===== src/rtl/mult_share_arbiter.sv =====
// Shares one signed Q(WIDTH/2) fixed-point multiplier among NUM_REQ requesters with round-robin
// selection, a single registered response slot, per-requester sticky overflow and an op counter.

module multiplier #(
    parameter int WIDTH = 16,
    parameter int FRAC  = WIDTH / 2
) (
    input  logic [WIDTH-1:0] a_i,
    input  logic [WIDTH-1:0] b_i,
    output logic [WIDTH-1:0] result_o,
    output logic             overflow_flag_o
);
    logic signed [2*WIDTH-1:0] a_x;
    logic signed [2*WIDTH-1:0] b_x;
    logic signed [2*WIDTH-1:0] prod;
    logic signed [2*WIDTH-1:0] scaled;

    assign a_x    = {{WIDTH{a_i[WIDTH-1]}}, a_i};
    assign b_x    = {{WIDTH{b_i[WIDTH-1]}}, b_i};
    assign prod   = a_x * b_x;
    assign scaled = prod >>> FRAC;

    // Truncated result wraps; overflow when the scaled product is not a sign extension of it.
    assign result_o        = scaled[WIDTH-1:0];
    assign overflow_flag_o = (scaled[2*WIDTH-1:WIDTH-1] != '0) &&
                             (scaled[2*WIDTH-1:WIDTH-1] != '1);
endmodule

module mult_share_arbiter #(
    parameter int NUM_REQ = 4,
    parameter int WIDTH   = 16,
    parameter int ID_W    = 2
) (
    input  logic                     clk,
    input  logic                     rst,
    input  logic [NUM_REQ-1:0]       req_valid,
    output logic [NUM_REQ-1:0]       req_ready,
    input  logic [NUM_REQ*WIDTH-1:0] req_a,
    input  logic [NUM_REQ*WIDTH-1:0] req_b,
    output logic                     rsp_valid,
    input  logic                     rsp_ready,
    output logic [ID_W-1:0]          rsp_id,
    output logic [WIDTH-1:0]         rsp_result,
    output logic                     rsp_overflow,
    output logic [NUM_REQ-1:0]       ovf_sticky,
    input  logic [NUM_REQ-1:0]       ovf_clear,
    output logic [15:0]              op_count
);
    logic               rsp_valid_q, rsp_valid_d;
    logic [ID_W-1:0]    rsp_id_q, rsp_id_d;
    logic [WIDTH-1:0]   rsp_result_q, rsp_result_d;
    logic               rsp_overflow_q, rsp_overflow_d;
    logic [NUM_REQ-1:0] ovf_sticky_q, ovf_sticky_d;
    logic [15:0]        op_count_q, op_count_d;
    logic [ID_W-1:0]    rr_ptr_q, rr_ptr_d;

    logic               grant_found;
    logic [ID_W-1:0]    grant_idx;
    logic [ID_W:0]      cand;
    logic [NUM_REQ-1:0] grant_onehot;
    logic               can_accept;
    logic               accept;
    logic [WIDTH-1:0]   mul_a, mul_b, mul_res;
    logic               mul_ovf;

    // Rotating priority search starting at rr_ptr; cand wraps without a modulo operator.
    always_comb begin
        grant_found = 1'b0;
        grant_idx   = '0;
        cand        = '0;
        for (int k = 0; k < NUM_REQ; k++) begin
            cand = {1'b0, rr_ptr_q} + (ID_W+1)'(k);
            if (cand >= (ID_W+1)'(NUM_REQ)) begin
                cand = cand - (ID_W+1)'(NUM_REQ);
            end
            if (!grant_found && req_valid[cand[ID_W-1:0]]) begin
                grant_found = 1'b1;
                grant_idx   = cand[ID_W-1:0];
            end
        end
    end

    assign grant_onehot = {{(NUM_REQ-1){1'b0}}, 1'b1} << grant_idx;
    assign can_accept   = !rsp_valid_q || rsp_ready;
    assign accept       = grant_found && can_accept && !rst;
    assign req_ready    = accept ? grant_onehot : '0;
    assign mul_a        = req_a[grant_idx*WIDTH +: WIDTH];
    assign mul_b        = req_b[grant_idx*WIDTH +: WIDTH];

    multiplier #(.WIDTH(WIDTH)) u_mul (
        .a_i             (mul_a),
        .b_i             (mul_b),
        .result_o        (mul_res),
        .overflow_flag_o (mul_ovf)
    );

    always_comb begin
        rsp_valid_d    = rsp_valid_q;
        rsp_id_d       = rsp_id_q;
        rsp_result_d   = rsp_result_q;
        rsp_overflow_d = rsp_overflow_q;
        op_count_d     = op_count_q;
        rr_ptr_d       = rr_ptr_q;
        if (accept) begin
            rsp_valid_d    = 1'b1;
            rsp_id_d       = grant_idx;
            rsp_result_d   = mul_res;
            rsp_overflow_d = mul_ovf;
            op_count_d     = op_count_q + 16'd1;
            rr_ptr_d       = (grant_idx == ID_W'(NUM_REQ-1)) ? '0 : grant_idx + 1'b1;
        end else if (rsp_ready) begin
            rsp_valid_d = 1'b0;
        end
        // Set has priority over a same-cycle clear.
        ovf_sticky_d = (ovf_sticky_q & ~ovf_clear) |
                       ((accept && mul_ovf) ? grant_onehot : '0);
    end

    always_ff @(posedge clk) begin
        if (rst) begin
            rsp_valid_q    <= 1'b0;
            rsp_id_q       <= '0;
            rsp_result_q   <= '0;
            rsp_overflow_q <= 1'b0;
            ovf_sticky_q   <= '0;
            op_count_q     <= '0;
            rr_ptr_q       <= '0;
        end else begin
            rsp_valid_q    <= rsp_valid_d;
            rsp_id_q       <= rsp_id_d;
            rsp_result_q   <= rsp_result_d;
            rsp_overflow_q <= rsp_overflow_d;
            ovf_sticky_q   <= ovf_sticky_d;
            op_count_q     <= op_count_d;
            rr_ptr_q       <= rr_ptr_d;
        end
    end

    assign rsp_valid    = rsp_valid_q;
    assign rsp_id       = rsp_id_q;
    assign rsp_result   = rsp_result_q;
    assign rsp_overflow = rsp_overflow_q;
    assign ovf_sticky   = ovf_sticky_q;
    assign op_count     = op_count_q;
endmodule


===== config.mk =====
export PLATFORM = sky130hd
export DESIGN_NAME = mult_share_arbiter
export DESIGN_NICKNAME = d
export VERILOG_FILES = /design/src/rtl/mult_share_arbiter.sv
export SDC_FILE = /design/constraint.sdc
export NUM_CORES = 1
export LEC_CHECK = 0
export ABC_AREA = 1
export BUFFER_PORTS_ARGS = -buffer_cell sky130_fd_sc_hd__buf_4
export CORE_MARGIN = 2
export CORE_UTILIZATION = 40
export CTS_CLUSTER_DIAMETER = 50
export DETAILED_ROUTE_END_ITERATION = 10
export PLACE_DENSITY = 0.67
export SYNTH_ARGS = -nofsm -noshare
export SYNTH_HDL_FRONTEND = slang
export SYNTH_SLANG_ARGS = --single-unit

===== constraint.sdc =====
create_clock -name clk -period 11.8 [get_ports clk]
set_input_delay 2.95 -clock clk [delete_from_list [all_inputs] [get_ports clk]]
set_output_delay 2.95 -clock clk [all_outputs]
set_load 0.01 [all_outputs]

==> results.json, run 1 <==
{
  "grt_pass1_wl_mm": 66.12,
  "fin_crit_sh_pct": 93.32,
  "overflow": 0,
  "antenna_found_initial": 0,
  "r2r-end": "ovf_sticky[2]$_SDFF_PP0_",
  "row_count": 67,
  "ios": 183,
  "slew_headroom_pct": 41.22,
  "cts_buffer_depth": 2,
  "critPathKind": "primary input to flip-flop",
  "grt_pass1_vias": 12955,
  "cts_max_level": 2,
  "rrSetupSlack_ns": 2.77,
  "ys_seq_elements": 42,
  "cts-root-buf": "clkbuf_16",
  "synth_edf_count": 0,
  "reg2reg_depth": 39,
  "outcome": "finished clean",
  "synth_ff_type": "dfxtp_1",
  "tritoncts": "done",
  "gp_congestion": 1.009,
  "synth.most_common_cell": "inv_1",
  "hp-start": "rsp_overflow$_SDFFE_PP0P_",
  "drive_above_1_share_pct": 15.87,
  "finalWorstSetupSlack_ns": 0.7884,
  "finalMaxSlewViolations": 0,
  "postCtsSetupRepairBufs": 0,
  "syn_avg_cell_area_um2": 7.448,
  "route.detailed.wl_per_inst_um": 16.39,
  "post-route-util_pct": 46.83,
  "die_x_um": 187.2,
  "crit_slowest_cell": "a32oi_1",
  "diodes": 0,
  "cp.required_ns": 12.02,
  "path_clk_slew_ns": 0.06,
  "cpMostUsedCell": "nand2_1",
  "grt_start_max_net_pins": 53,
  "syn_area_um2": 13430,
  "ys_warn_count": 0,
  "dp_slack_ns": 0.3770,
  "synthDominantCellAreaShare_pct": 38.91,
  "rsz0062_at_grt": "false",
  "synth_cell_types": 41,
  "final_antenna_net_count": 0,
  "ys_async_sr_fraction_pct": 0,
  "rr_startpoint": "rr_ptr_q[0]$_SDFFE_PP0P_",
  "final_nets": 2462,
  "hold_violations": 0,
  "dieHeight_um": 187.2,
  "numPortBuffers": 182,
  "fin_tns_setup_ns": 0,
  "dr.pass1.iters": 5,
  "whs_path_depth": 2,
  "grt_use_total_pct": 23.51,
  "cts.sinks": 42,
  "max_freq_mhz": 90.81,
  "critPathMaxFanout": 26,
  "tightestPinTransition_ns": 0.8817,
  "syn_inst": 1803,
  "routed_wl_mm": 39.77,
  "finalClockSkew_ns": 0.009221,
  "cts_buffers": 5,
  "dp_hpwl_mm": 33.83,
  "vias": 12207,
  "routed_via_density": 5.030,
  "start_util_pct": 40.35,
  "min_to": "rsp_overflow$_SDFFE_PP0P_",
  "setup_viol": 0,
  "synth_nets": 2287,
  "critical-path-max-stage-delay_ns": 0.58,
  "crit_arrival_ns": 11.23,
  "ys_seq_area_share_pct": 6.262,
  "cap_violations": 0,
  "fp.coreArea_um2": 33280,
  "yosysTopAreaCell": "fa_1",
  "drc": 0,
  "min_period_ns": 11.01,
  "dieArea_um2": 35050,
  "area_delta_synth_final_pct": 16.07,
  "worstSetupEndpointType": "flip-flop",
  "min_path_type": "flip-flop to flip-flop",
  "clk_latency_ns": 0.29,
  "crit_path_start_kind": "primary input",
  "synthTopCellsByArea": "fa_1 (39%), inv_1 (13%), nand2_1 (9.4%)",
  "synth_common_cells": "inv_1 (456), nand2_1 (335), fa_1 (261)",
  "drt-initial-drc-count": 758
}
worst max path at each step:
stage / from / cells after the start / slack [ns] / end
finish: req_valid[1] / 39 / 0.79 / ovf_sticky[2]$_SDFF_PP0_
global route: req_valid[1] / 39 / 0.17 / ovf_sticky[0]$_SDFF_PP0_
CTS: req_valid[3] / 37 / 0.64 / ovf_sticky[0]$_SDFF_PP0_
detailed placement: req_valid[1] / 37 / 0.38 / ovf_sticky[0]$_SDFF_PP0_
global placement: req_valid[3] / 37 / 0.50 / ovf_sticky[3]$_SDFF_PP0_
floorplan: req_valid[3] / 36 / 1.68 / ovf_sticky[0]$_SDFF_PP0_
kinds of logic (layout without fill, tap and decap cells):
group	count (synthesis)	after routing	share of synthesized area (%)
adders and majority gates	345	345	46.74
xor gates and xnor gates	26	26	1.696
and+or+nand+nor	701	701	22.70
buffers and inverters	515	691	14.54
AOI/OAI and AO/OA	174	174	8.069
DFF	42	42	6.262
what timing repair did:
action | 4_1_cts | 5_1_grt
endpoints found under the setup margin | 0 | 5
gates resized for setup | 0 | 1
hold buffers | 0 | 0
critical path: cells and delay by family:
| kind | cells | cell delay, ns |
|---|---|---|
| AOI/OAI and AO/OA | 5 | 1.50 |
| adders and majority gates | 7 | 3.28 |
| and+or+nand+nor | 20 | 2.43 |
| buffers and inverters | 7 | 1.02 |
state kept, by name, indices dropped and copies added (netlist names):
name and flops:
op_count 16, ovf_sticky 4, rr_ptr_q 2, rsp_id 2
rsp_overflow 1, rsp_result 16, rsp_valid 1
layout make-up:
class	count	area (µm²)
Multi-Input combinational cell	1246	10640
Clock inverter	3	43.79
Timing Repair Buffer	215	1614
Sequential cell	42	840.8
Fill cell	3390	17690
Tap cell	448	560.5
Clock buffer	5	125.1
Inverter	468	1759
cell usage in the layout (no fill, tap or decap), types with 9 or more instances in the layout:
cell type and n:
a21oi_1 81, a32oi_1 18, a32oi_2 9, buf_4 215, dfxtp_1 42, fa_1 261, ha_1 84, inv_1 456
nand2_1 335, nand2_2 12, nand3_1 51, nand4_1 12, nor2_1 206, nor3_1 10, o21ai_0 42, or2_2 48
xor2_1 19
stage by stage:
| stage | cell area (µm²) | std cells | hold slack, ns |
|---|---|---|---|
| final | 15590 | 2427 | 0.4674 |
| after global routing | 15590 | 2427 | 0.4985 |
| after global placement | 15410 | 2419 | 0.4546 |
| after detailed placement | 15410 | 2419 | 0.4641 |
| after CTS | 15580 | 2427 | 0.4735 |
| after floorplan | 13430 | 1803 | 0.4812 |
routing by layer:
layer  share of wire, %  vias to the layer above  track usage (%)
met5                  0                        -                0
met4                4.0                        0            8.394
met3                5.8                       86            2.739
met2                 51                      417            42.18
met1                 40                     5993            29.14
li1                   -                     5711                -
Power of run 1 is not shown: default switching activity piles up to over one toggle a cycle in this logic, so the estimate is an artifact.
==> inputs of run 2 (changes only) <==
--- a/config.mk
+++ b/config.mk
@@ -8,10 +8,10 @@
 export ABC_AREA = 1
 export BUFFER_PORTS_ARGS = -buffer_cell sky130_fd_sc_hd__buf_4
 export CORE_MARGIN = 2
-export CORE_UTILIZATION = 40
-export CTS_CLUSTER_DIAMETER = 50
+export CORE_UTILIZATION = 31
+export CTS_CLUSTER_DIAMETER = 80
 export DETAILED_ROUTE_END_ITERATION = 10
-export PLACE_DENSITY = 0.67
+export PLACE_DENSITY = 0.56
 export SYNTH_ARGS = -nofsm -noshare
 export SYNTH_HDL_FRONTEND = slang
 export SYNTH_SLANG_ARGS = --single-unit
==> run 2 against run 1 <==
Net effect:
- setup slack worse by 0.059 ns
- worst hold slack worse by 0.00085 ns
- clock skew fell by 0.0054 ns
- global-route usage fell by 4.4 points
- largest cell class unchanged
- critical endpoint unchanged
- via count fell by 1.0%
- first-iteration DRC count shrank 2.9%
- cell count is 5.7% higher
- sequential share of layout area is 0.065 points lower
- die area up 28%
- critical path depth increased by 2
- non-clock buffer count up 2
==> results.json, run 2 (synthesis gave the netlist of run 1 again) <==
{
  "min_period_ns": 11.07,
  "vias": 12080,
  "critPathMaxFanout": 22,
  "final_nets": 2464,
  "fin_crit_sh_pct": 93.82,
  "drt-initial-drc-count": 736,
  "grt_start_max_net_pins": 92,
  "critPathKind": "primary input to flip-flop",
  "setup_viol": 0,
  "critical-path-max-stage-delay_ns": 0.59,
  "min_path_type": "flip-flop to flip-flop",
  "drive_above_1_share_pct": 15.86,
  "dp_hpwl_mm": 35.35,
  "grt_pass1_vias": 12967,
  "worstSetupEndpointType": "flip-flop",
  "fp.coreArea_um2": 42890,
  "clk_latency_ns": 0.28,
  "postCtsSetupRepairBufs": 0,
  "route.detailed.wl_per_inst_um": 16.08,
  "outcome": "finished clean",
  "crit_path_start_kind": "primary input",
  "fin_tns_setup_ns": 0,
  "cpMostUsedCell": "nand2_1",
  "cts_buffers": 5,
  "crit_slowest_cell": "a32oi_1",
  "dp_cells": 2558,
  "routed_via_density": 4.710,
  "grt_pass1_wl_mm": 67.18,
  "row_count": 76,
  "cts-root-buf": "clkbuf_16",
  "final_antenna_net_count": 0,
  "rsz0062_at_grt": "false",
  "dieArea_um2": 45000,
  "start_util_pct": 31.31,
  "diodes": 0,
  "cap_violations": 0,
  "fin_cells": 2565,
  "routed_wl_mm": 41.24,
  "n_fill_cell": 4573,
  "cts_buffer_depth": 2,
  "cts_max_level": 2,
  "path_clk_slew_ns": 0.06,
  "area_delta_synth_final_pct": 17.50,
  "overflow": 0,
  "gp_congestion": 0.9296,
  "hold_violations": 0,
  "grt_use_total_pct": 19.13,
  "ctsHoldBuffers": 0,
  "ctsResizeCount": 0,
  "mostFrequentLayoutCells": "inv_1 (456), nand2_1 (335), fa_1 (261)",
  "die_x_um": 212.1,
  "tightestPinTransition_ns": 0.9044,
  "slew_headroom_pct": 39.70,
  "cts.sinks": 42,
  "dieHeight_um": 212.1,
  "max_freq_mhz": 90.33,
  "finalClockSkew_ns": 0.003812,
  "finalMaxSlewViolations": 0,
  "ios": 183,
  "crit_arrival_ns": 11.24,
  "drc": 0,
  "antenna_found_initial": 0,
  "layout_commonest_cell": "inv_1",
  "numPortBuffers": 182,
  "tritoncts": "done",
  "dr.pass1.iters": 5,
  "cp.required_ns": 11.97
}
## run 2: changes by cell type in the layout (fill, tap and decap cells not counted), sizes merged
cell	before	now
inv	464	463
buf	215	217
clkinv	6	5
clkbuf	5	6
## run 2: metrics by stage
| step | util (%) | instance area (µm²) | hold WS, ns | worst slack [ns] |
|---|---|---|---|---|
| finish | 36.79 | 15780 | 0.4665 | 0.7294 |
| global route | 36.79 | 15780 | 0.4853 | 0.2354 |
| CTS | 36.79 | 15780 | 0.4675 | 0.8172 |
| detailed placement | 36.40 | 15610 | 0.4588 | 0.5614 |
| global placement | 36.40 | 15610 | 0.4527 | 0.6139 |
| floorplan | - | 13430 | 0.4812 | 1.677 |
## run 2: cell type report
class | instances | area [µm²] | area share (%)
Clock inverter | 1 | 30.03 | 0.1903
Inverter | 468 | 1759 | 11.15
Timing Repair Buffer | 217 | 1642 | 10.40
Multi-Input combinational cell | 1246 | 10640 | 67.41
Tap cell | 585 | 732.0 | 4.639
Clock buffer | 6 | 138.9 | 0.8803
Sequential cell | 42 | 840.8 | 5.329
## run 2: path summary, 6_finish.rpt
check / from / endpoint / slack (ns) / cells after the start
hold / removal: rsp_overflow$_SDFFE_PP0P_ / rsp_overflow$_SDFFE_PP0P_ / 0.47 / 2
hold reg to reg: rsp_overflow$_SDFFE_PP0P_ / rsp_overflow$_SDFFE_PP0P_ / 0.47 / 2
setup reg to reg: rr_ptr_q[0]$_SDFFE_PP0P_ / ovf_sticky[2]$_SDFF_PP0_ / 2.80 / 41
setup / recovery: req_valid[3] / ovf_sticky[2]$_SDFF_PP0_ / 0.73 / 41
## run 2: layer usage
layer  wire length (µm)  vias to the layer above  global-route usage [%]
met5                  0                        -                       0
met2              20980                      342                   34.90
li1                   -                     5707                       -
met4               1236                        0                   5.512
met1              16970                     5969                   23.91
met3               2051                       62                   1.802
## run 2: worst max-delay path, delay by kind of cell
| family | cells | cell delay, ns |
|---|---|---|
| buffers and inverters | 9 | 1.51 |
| adder cells (fa/ha/maj) | 7 | 3.31 |
| AO/OA/AOI/OAI | 6 | 1.60 |
| AND/OR/NAND/NOR | 19 | 1.84 |
Power of run 2 is left out for the same reason.
